### src/rtl/snn_fp_pkg.sv
// Shared FP32 field layout, classification helpers and LIF neuron state encoding.
package snn_fp_pkg;

  localparam int unsigned FP_EXP_MSB  = 30;
  localparam int unsigned FP_EXP_LSB  = 23;
  localparam int unsigned FP_MANT_W   = 23;
  localparam logic [7:0]  FP_EXP_MAX  = 8'hFF;
  localparam logic [31:0] FP_POS_ZERO = 32'h0000_0000;
  localparam logic [31:0] FP_POS_ONE  = 32'h3F80_0000;

  typedef struct packed {
    logic       sign;
    logic [7:0] exp;
    logic [22:0] mant;
  } fp32_t;

  typedef enum logic [1:0] {
    INTEG  = 2'd0,
    FIRE   = 2'd1,
    REFRAC = 2'd2
  } lif_state_t;

  // All-ones exponent with a non-zero mantissa.
  function automatic logic is_nan(input logic [31:0] x);
    return (x[FP_EXP_MSB:FP_EXP_LSB] == FP_EXP_MAX) && (x[FP_MANT_W-1:0] != '0);
  endfunction

  // All-ones exponent with a zero mantissa (either sign).
  function automatic logic is_inf(input logic [31:0] x);
    return (x[FP_EXP_MSB:FP_EXP_LSB] == FP_EXP_MAX) && (x[FP_MANT_W-1:0] == '0);
  endfunction

endpackage

### src/rtl/fp32_ge_cmp.sv
// Combinational FP32 a >= b in sign-magnitude form; denormals and both zeros compare as zero.
module fp32_ge_cmp
  import snn_fp_pkg::*;
(
  input  logic [31:0] a,
  input  logic [31:0] b,
  output logic        ge
);

  fp32_t       fa;
  fp32_t       fb;
  logic        a_zero;
  logic        b_zero;
  logic        a_neg;
  logic        b_neg;
  logic [30:0] a_mag;
  logic [30:0] b_mag;

  // Flush denormals to zero, then order by effective sign and magnitude.
  always_comb begin
    fa     = fp32_t'(a);
    fb     = fp32_t'(b);
    a_zero = (fa.exp == 8'd0);
    b_zero = (fb.exp == 8'd0);
    a_neg  = fa.sign & ~a_zero;
    b_neg  = fb.sign & ~b_zero;
    a_mag  = a_zero ? 31'd0 : {fa.exp, fa.mant};
    b_mag  = b_zero ? 31'd0 : {fb.exp, fb.mant};
    ge     = 1'b0;
    if (a_neg != b_neg) begin
      ge = ~a_neg;
    end else if (!a_neg) begin
      ge = (a_mag >= b_mag);
    end else begin
      ge = (a_mag <= b_mag);
    end
  end

endmodule

### src/rtl/lif_neuron_fp32.sv
// FP32 leaky-integrate-and-fire membrane stage: stores adder results, fires on threshold, enforces refractory time.
module lif_neuron_fp32
  import snn_fp_pkg::*;
#(
  parameter logic [31:0] V_TH          = FP_POS_ONE,
  parameter logic [31:0] V_RESET       = FP_POS_ZERO,
  parameter int unsigned REFRAC_CYCLES = 2,
  parameter int unsigned REFRAC_W      = 4
) (
  input  logic        clk,
  input  logic        rst_n,
  input  logic        sum_valid,
  output logic        sum_ready,
  input  logic [31:0] sum_data,
  output logic [31:0] v_mem,
  output logic        refrac,
  output logic        spike_valid,
  input  logic        spike_ready,
  output logic        nan_err
);

  lif_state_t          state;
  logic [REFRAC_W-1:0] cnt;
  logic                at_th;
  logic                xfer;
  logic                in_nan;
  logic                in_ninf;

  fp32_ge_cmp u_th_cmp (
    .a  (sum_data),
    .b  (V_TH),
    .ge (at_th)
  );

  // Ready depends only on state; held low while reset is applied.
  always_comb begin
    sum_ready = rst_n && (state != FIRE);
    xfer      = sum_valid && sum_ready;
    in_nan    = is_nan(sum_data);
    in_ninf   = is_inf(sum_data) && sum_data[31];
  end

  // State register with membrane potential, spike handshake, refractory counter and sticky NaN flag.
  always_ff @(posedge clk) begin
    if (!rst_n) begin
      state       <= INTEG;
      v_mem       <= V_RESET;
      spike_valid <= 1'b0;
      refrac      <= 1'b0;
      nan_err     <= 1'b0;
      cnt         <= '0;
    end else begin
      if (xfer && in_nan) begin
        nan_err <= 1'b1;
      end
      case (state)
        INTEG: begin
          if (xfer) begin
            if (in_nan || in_ninf) begin
              v_mem <= V_RESET;
            end else if (at_th) begin
              v_mem       <= V_RESET;
              spike_valid <= 1'b1;
              state       <= FIRE;
            end else begin
              v_mem <= sum_data;
            end
          end
        end
        FIRE: begin
          if (spike_ready) begin
            spike_valid <= 1'b0;
            if (REFRAC_CYCLES > 0) begin
              cnt    <= REFRAC_W'(REFRAC_CYCLES);
              refrac <= 1'b1;
              state  <= REFRAC;
            end else begin
              state <= INTEG;
            end
          end
        end
        REFRAC: begin
          v_mem <= V_RESET;
          if (cnt == REFRAC_W'(1)) begin
            cnt    <= '0;
            refrac <= 1'b0;
            state  <= INTEG;
          end else if (cnt != '0) begin
            cnt <= cnt - REFRAC_W'(1);
          end
        end
        default: begin
          state <= INTEG;
        end
      endcase
    end
  end

endmodule

### config.mk
export PLATFORM = sky130hd
export DESIGN_NAME = lif_neuron_fp32
export DESIGN_NICKNAME = d
export VERILOG_FILES = /design/src/rtl/snn_fp_pkg.sv /design/src/rtl/fp32_ge_cmp.sv /design/src/rtl/lif_neuron_fp32.sv
export SDC_FILE = /design/constraint.sdc
export NUM_CORES = 1
export LEC_CHECK = 0
export ABC_AREA = 1
export BUFFER_PORTS_ARGS = -buffer_cell sky130_fd_sc_hd__buf_4
export CELL_PAD_IN_SITES_DETAIL_PLACEMENT = 0
export CELL_PAD_IN_SITES_GLOBAL_PLACEMENT = 1
export CORE_MARGIN = 2
export CORE_UTILIZATION = 34
export DETAILED_ROUTE_END_ITERATION = 12
export GPL_ROUTABILITY_DRIVEN = 0
export GPL_TIMING_DRIVEN = 0
export PLACE_DENSITY = 0.78
export SETUP_SLACK_MARGIN = 0.05
export SLEW_MARGIN = 5
export SYNTH_ARGS = -nofsm -noshare
export SYNTH_HDL_FRONTEND = slang
export SYNTH_SLANG_ARGS = --single-unit
export TNS_END_PERCENT = 5
### constraint.sdc
create_clock -name clk -period 1.6 [get_ports clk]
set_input_delay 0.16 -clock clk [delete_from_list [all_inputs] [get_ports clk]]
set_output_delay 0.16 -clock clk [all_outputs]
set_load 0.1 [all_outputs]
==> metrics.md, run 1 <==
| Metric | Value |
|---|---|
| Crit Path Max Fanout | 10 |
| Synthesized area | 0.00191 sq mm |
| Worst reg2reg path endpoint | v_mem[19] |
| Num CTS Buffers | 5 |
| Crit end category | flip-flop |
| Grt total ovfl | 0 |
| Initial antenna violation count | 0 |
| First-pass GRT wire length | 8470 microns |
| Worst path max stage delay | 0.42 ns |
| Fin crit share | 0.875 |
| Routed Antenna Nets | 0 |
| Max Slew Vio Count | 0 |
| Diode count | 0 |
| Rows | 27 |
| Worst path required time | 1.76 ns |
| Vias in the first global route | 1894 |
| Outcome | complete, no violations |
| VDD IR-drop max | 372 uV |
| Worst Path Arrival | 1.56 ns |
| Synthesized Nets | 297 |
| Yosys top cell area share | 0.431 |
| HP Class | in -> reg |
| R2R Setup Slk | 0.20 ns |
| Clk_lat worst skew | 0.30 ns |
| Root Buffer | clkbuf_8 |
| Post-synthesis cell type count | 25 |
| Hold Crit Start | rst_n |
| Max Cap Viol | 0 |
| Cts hold-fix bufs | 0 |
| Synth Area per Inst | 7.39 sq um |
| Asr flop ratio synth | 0 |
| Detailed Route WL | 5180 microns |
| Global Route Usage Sum | 0.173 |
| Final setup fails | 0 |
| Die Area | 0.00622 sq mm |
| Layout cells sized above 1 | 0.303 |
| Dominant synthesized flop cell | dfxtp_1 |
| Clk buf depth | 2 |
| Die Height | 78.9 microns |
| Final hold vios | 0 |
| Filler cells | 593 |
| CTS tree | done |
| Clk sinks | 41 |
| Hold EP | spike_valid |
| Synth Instances | 258 |
| Worst hold stages | 3 |
| PortBufs | 71 |
| Worst r2r src | state[1] |
| Drt drc | 0 |
| Crit path kind | reg -> reg |
| Fin crit period | 1.40 ns |
| R2R cell count | 8 |
| Count leader, synth | nand2_1 |
| H-Tree Depth | 2 |
| Nets@finish | 375 |
| Slowest-stage cell, CP | dfxtp_1 |
| Worst path cell trace | nor2_4 -> nor3b_4 -> nand2_2 -> nand2_1 -> inv_2 -> buf_6 -> nand2_1 -> a21oi_1 |
| DRT Pass-1 Iters | 4 |
| RSZ-0062 raised after global routing | true |
| Via count | 1995 |
| Design Area, Final | 0.00264 sq mm |
| CORE AREA | 0.00547 sq mm |
| Critical path's most frequent cell | nand2_1 |
| Commonest cells in the synthesized netlist | nand2_1, dfxtp_1, a21oi_1 |
| DR vias/cell | 4.88 |
| Post-synth EDFFs | 0 |
| Synth warn | 0 |
| Worst Setup SP | state[1] |
| Fin util | 0.482 |
| Area grow syn2layout | 38.5% |
| DR iter-0 viols | 67 |
| Avg WL per Cell | 12.7 microns |
| Pin count of the biggest net entering global routing | 13 |
| Lkg Pwr | 0.00115 uW |
| Worst slew margin | 0.665 |
| Setup Buffers After CTS | 0 |
| Clock transition at the registers of the reported paths | 0.08 ns |
| Cell Area, Placed | 0.00254 sq mm |
| Die X | 78.9 microns |
| Worst setup SP type | flip-flop |
| Seq/Total Area, Yosys | 0.431 |
| Largest cells by area after synthesis | dfxtp_1, nand2_1, nand4_1 |
| F_max | 714 MHz |
| I/O pin cnt | 72 |
| Clock skew | 0.00458 ns |
| Worst slew pin tran | 0.503 ns |
| Power per cell area | 945 mW/mm^2 |
| Initial Util | 0.348 |
| Post-detail-place hpwl | 3810 microns |
| Post-synthesis register bit count | 41 |
| Most area-hungry cell type in the Yosys netlist | dfxtp_1 |
-- final cells by class --
cell class              instances  area [sq um]  share of cell area
flip-flops and latches         41           821               0.311
repair buffers                 71           533               0.202
inverters                      15          61.3              0.0232
multi-input cells             186           911               0.345
clock buffers                   7          96.3              0.0365
clock inverters                 1          5.00             0.00190
plain buffers                  16           123              0.0464
well taps                      72          90.1              0.0341
-- sequential cells by signal, indices dropped and copies added, names as in the netlist --
register     flops
v_mem           32
cnt              4
state            2
nan_err          1
refrac           1
spike_valid      1
-- stage by stage --
| stage | setup WS (ns) | std cells | TNS (ns) | power [uW] | hold slack (ns) |
|---|---|---|---|---|---|
| after floorplan | 0.323 | 258 | 0 | 1580 | 0.285 |
| after global placement | -0.126 | 401 | -0.126 | 1770 | 0.443 |
| after detailed placement | -0.107 | 401 | -0.107 | 1770 | 0.438 |
| after CTS | 0.0654 | 409 | 0 | 2530 | 0.123 |
| after global routing | 0.0152 | 409 | 0 | 2610 | 0.136 |
| final | 0.200 | 409 | 0 | 2490 | 0.129 |
-- cell families after synthesis --
kind of cell | count (synthesis) | synth area share
compound gates | 44 | 0.117
fa+ha+maj | 3 | 0.0197
buf+inv | 31 | 0.0952
flops | 41 | 0.431
simple gates | 139 | 0.337
-- worst max-delay path: cells and delay by family (launching register included) --
| family | cells | cell delay (ns) |
|---|---|---|
| AOI/OAI and AO/OA | 1 | 0.06 |
| buffers and inverters | 2 | 0.22 |
| DFF | 1 | 0.42 |
| and+or+nand+nor | 5 | 0.58 |
-- how the worst max path moves through the flow --
stage	to	depth (start not counted)
after floorplan	v_mem[0]	8
after global placement	sum_ready	6
after detailed placement	sum_ready	6
after CTS	sum_ready	6
after global routing	cnt[3]	7
final	v_mem[19]	8
-- cells in the final DEF (no fill, tap or decap) --
cell | synthesis | final
clkbuf_4 | 2 | 2
nor2_4 | 1 | 2
nor2_1 | 29 | 28
clkinv_4 | 1 | 1
nor3_1 | 2 | 2
inv_2 | 3 | 3
nand2_2 | 2 | 2
ha_1 | 3 | 3
o21ai_1 | 2 | 2
dfxtp_1 | 41 | 41
clkbuf_8 | 0 | 7
buf_4 | 1 | 72
inv_1 | 11 | 11
a31oi_1 | 2 | 2
o21ai_0 | 1 | 1
nand4_1 | 33 | 33
nand2_1 | 66 | 66
a21oi_1 | 39 | 39
clkinv_2 | 0 | 1
nor3b_4 | 1 | 1
or2_0 | 1 | 1
clkbuf_2 | 0 | 1
and3_1 | 1 | 1
buf_2 | 3 | 4
clkbuf_1 | 3 | 2
nand3_1 | 3 | 3
buf_6 | 6 | 6
-- timing repair --
action | 4_1_cts | 5_1_grt
setup endpoints to repair | 1 | 3
gates resized for setup | 1 | 2
pin swaps | 0 | 0
-- per-layer routing --
layer  vias to the layer above  GRT usage  routed length, microns
met5                         -          0                       0
met4                         0     0.0862                     141
met3                        11     0.0261                     246
met2                        53      0.297                    2390
met1                       902      0.210                    2410
li1                       1029          -                       -
-- power by group --
part	total (uW)	leakage, uW	internal, uW	switching (uW)
Sequential	1090	0.000333	1060	23.9
Combinational	657	0.000759	190	468
Clock	750	0.0000542	390	360
Total	2490	0.00115	1640	852
No activity file was read; power rests on OpenSTA's default activity.
==> inputs of run 2 (changes only) <==
--- a/config.mk
+++ b/config.mk
@@ -5,12 +5,11 @@
 export SDC_FILE = /design/constraint.sdc
 export NUM_CORES = 1
 export LEC_CHECK = 0
-export ABC_AREA = 1
 export BUFFER_PORTS_ARGS = -buffer_cell sky130_fd_sc_hd__buf_4
 export CELL_PAD_IN_SITES_DETAIL_PLACEMENT = 0
 export CELL_PAD_IN_SITES_GLOBAL_PLACEMENT = 1
 export CORE_MARGIN = 2
-export CORE_UTILIZATION = 34
+export CORE_UTILIZATION = 35
 export DETAILED_ROUTE_END_ITERATION = 12
 export GPL_ROUTABILITY_DRIVEN = 0
 export GPL_TIMING_DRIVEN = 0
==> run 2 against run 1 <==
Net effect: largest power group unchanged; highest routed layer unchanged; core utilization rose by 1.6 points; routed wire length rose by 12%; sequential share of layout area fell by 1.3 points; flip-flop and latch count did not move; first-iteration DRC count rose by 12%; critical path type is now reg -> out.
==> metrics.md, run 2 <==
| Metric | Value |
|---|---|
| Commonest cells in the synthesized netlist | nand2_1, dfxtp_1, nand3_1 |
| Gate power share | 0.323 |
| PortBufs | 71 |
| Crit path kind | reg -> out |
| DRT Pass-1 Iters | 4 |
| Fin crit share | 0.928 |
| I/O pin cnt | 72 |
| Global Route Usage Sum | 0.186 |
| Setup ws final | 0.115 ns |
| Count leader, synth | nand2_1 |
| Mux cell area share after synthesis | 0 |
| Nets@finish | 370 |
| CORE AREA | 0.00554 sq mm |
| Post-synth EDFFs | 0 |
| Vias in the first global route | 1997 |
| Yosys top cell area share | 0.407 |
| Num CTS Buffers | 5 |
| Psw | 1050 uW |
| Final hold vios | 0 |
| CTS tree | done |
| Lkg Pwr | 0.00118 uW |
| Rows | 27 |
| Worst path required time | 1.44 ns |
| Worst slew pin tran | 0.499 ns |
| Worst path cell trace | buf_2 -> nand2b_1 -> and2_1 -> buf_4 |
| Synth Instances | 253 |
| Outcome | complete, no violations |
| Power per cell area | 973 mW/mm^2 |
| DR iter-0 viols | 75 |
| Routed Antenna Nets | 0 |
| Asr flop ratio synth | 0 |
| Die Height | 79.9 microns |
| Post-synthesis compound-gate area fraction | 0.209 |
| Most common cell after layout, fill and taps aside | buf_4 |
| Largest cells by area after synthesis | dfxtp_1, o221ai_1, nand2_1 |
| Number of flip-flops in the largest register | 32 |
| Synth warn | 0 |
| Largest family of logic cells by synthesized area | simple AND/OR/NAND/NOR gates |
| Initial antenna violation count | 0 |
| Die Area | 0.00639 sq mm |
| Most frequent cells in the layout | buf_4, nand2_1, dfxtp_1 |
| Biggest register | v_mem |
| Via count | 2126 |
| Clk sinks | 41 |
| Dominant synthesized flop cell | dfxtp_1 |
| Worst Path Arrival | 1.33 ns |
| Cts hold-fix bufs | 0 |
| Setup Buffers After CTS | 0 |
| Worst Setup SP | state[0] |
| Synthesized area | 0.00202 sq mm |
| Largest registers | v_mem x32, cnt x4, state x2 |
| Worst r2r src | cnt[1] |
| Worst setup SP type | flip-flop |
| Xor/xnor share of the synthesized area | 0 |
| H-Tree Depth | 2 |
| Crit Path Max Fanout | 10 |
| Root Buffer | clkbuf_8 |
| Diode count | 0 |
| Post-detail-place hpwl | 4210 microns |
| VDD IR-drop max | 451 uV |
| Pin count of the biggest net entering global routing | 12 |
| Post-synthesis cell type count | 34 |
| Final setup fails | 0 |
| Detailed Route WL | 5830 microns |
| RSZ-0062 raised after global routing | true |
| Clock transition at the registers of the reported paths | 0.07 ns |
| Seq/Total Area, Yosys | 0.407 |
| DR vias/cell | 5.28 |
| F_max | 673 MHz |
| Max Cap Viol | 0 |
| HP Class | in -> reg |
| Clk_lat worst skew | 0.30 ns |
| Drt drc | 0 |
| Clock power frac | 0.259 |
| Worst slew margin | 0.667 |
| Most area-hungry cell type in the Yosys netlist | dfxtp_1 |
| Synth Area per Inst | 7.98 sq um |
| Crit end category | output pin |
| Area grow syn2layout | 36.9% |
| Synthesized Nets | 292 |
| Initial Util | 0.364 |
| Synth Area in Simple Gates | 0.301 |
| Die X | 79.9 microns |
| Avg WL per Cell | 14.5 microns |
| Post-synthesis adder-cell area fraction | 0.0186 |
| Clk buf depth | 2 |
| Hold Crit Start | spike_ready |
| Clock skew | 0.00739 ns |
| Sequential fraction of design power | 0.417 |
| Total negative slack | 0 ns |
| Switching share of power | 0.389 |
| Internal power | 1640 uW |
| Worst path max stage delay | 0.31 ns |
| Post-synthesis register bit count | 41 |
| Max Slew Vio Count | 0 |
| Layout cells sized above 1 | 0.293 |
| Fin crit period | 1.49 ns |
| Pre-CTS setup slack | 0.0227 ns |
| First-pass GRT wire length | 9400 microns |
| Slowest-stage cell, CP | dfxtp_1 |
| Grt total ovfl | 0 |
## run 2: cell count changes after synthesis, moves of 4 or more
| cell | delta |
|---|---|
| o21a_1 | +4 |
| o21ai_0 | +4 |
| nand3_1 | +31 |
| a21oi_1 | -32 |
| clkbuf_1 | +6 |
| nand2_1 | -6 |
| nor2_1 | -25 |
| buf_6 | -6 |
| o221ai_1 | +30 |
| nand4_1 | -32 |
| a211oi_1 | +4 |
## run 2: layer usage
metal  vias up  share of wire  GRT usage
met1       966           0.48      0.244
li1       1088              -          -
met2        66           0.45      0.298
met5         -              0          0
met4         0          0.011     0.0610
met3         6          0.060     0.0464
## run 2: final timing paths
| kind | cells after the start | slack, ns | to |
|---|---|---|---|
| setup / recovery | 4 | 0.11 | sum_ready |
| hold / removal | 2 | 0.10 | state[0] |
| setup reg to reg | 6 | 0.13 | cnt[1] |
| hold reg to reg | 2 | 0.47 | v_mem[5] |
## run 2: timing repair
item / 4_1_cts / 5_1_grt
endpoints found under the setup margin: 5 / 16
pin swaps: 0 / 2
gates resized for setup: 0 / 10
## run 2: power by group through the flow
stage | Clock [uW] | Sequential, uW | Combinational, uW
6_report | 698 | 1120 | 869
5_1_grt | 759 | 1130 | 912
4_1_cts | 714 | 1120 | 868
3_5_place_dp | 0 | 1150 | 867
3_3_place_gp | 0 | 1150 | 864
2_1_floorplan | 0 | 1600 | 167
## run 2: logic make-up after synthesis
group                      count (synthesis)
AOI/OAI and AO/OA                         55
adders and majority gates                  3
buffers and inverters                     30
DFF                                       41
and+or+nand+nor                          124
## run 2: area by class of cell
| cell class | instances | area, sq um |
|---|---|---|
| Timing Repair Buffer | 71 | 533 |
| Inverter | 12 | 45.0 |
| Tap cell | 72 | 90.1 |
| Buffer | 18 | 87.6 |
| Multi-Input combinational cell | 182 | 1100 |
| Clock buffer | 7 | 86.3 |
| Sequential cell | 41 | 823 |
| Fill cell | 578 | 2780 |
## run 2: per-stage QoR
| stage | power, uW | util | hold WS (ns) | instances | instance area [sq um] |
|---|---|---|---|---|---|
| final | 2690 | 0.499 | 0.105 | 403 | 2760 |
| after global routing | 2800 | 0.499 | 0.105 | 403 | 2760 |
| after CTS | 2710 | 0.492 | 0.103 | 403 | 2730 |
| after detailed placement | 2010 | 0.477 | 0.416 | 396 | 2640 |
| after global placement | 2010 | 0.477 | 0.404 | 396 | 2640 |
| after floorplan | 1770 | - | 0.275 | 253 | 2020 |
## run 2: critical path: cells and delay by family (launching register included)
kind	cells	cell delay (ns)
DFF	1	0.31
buffers and inverters	2	0.43
and+or+nand+nor	2	0.29
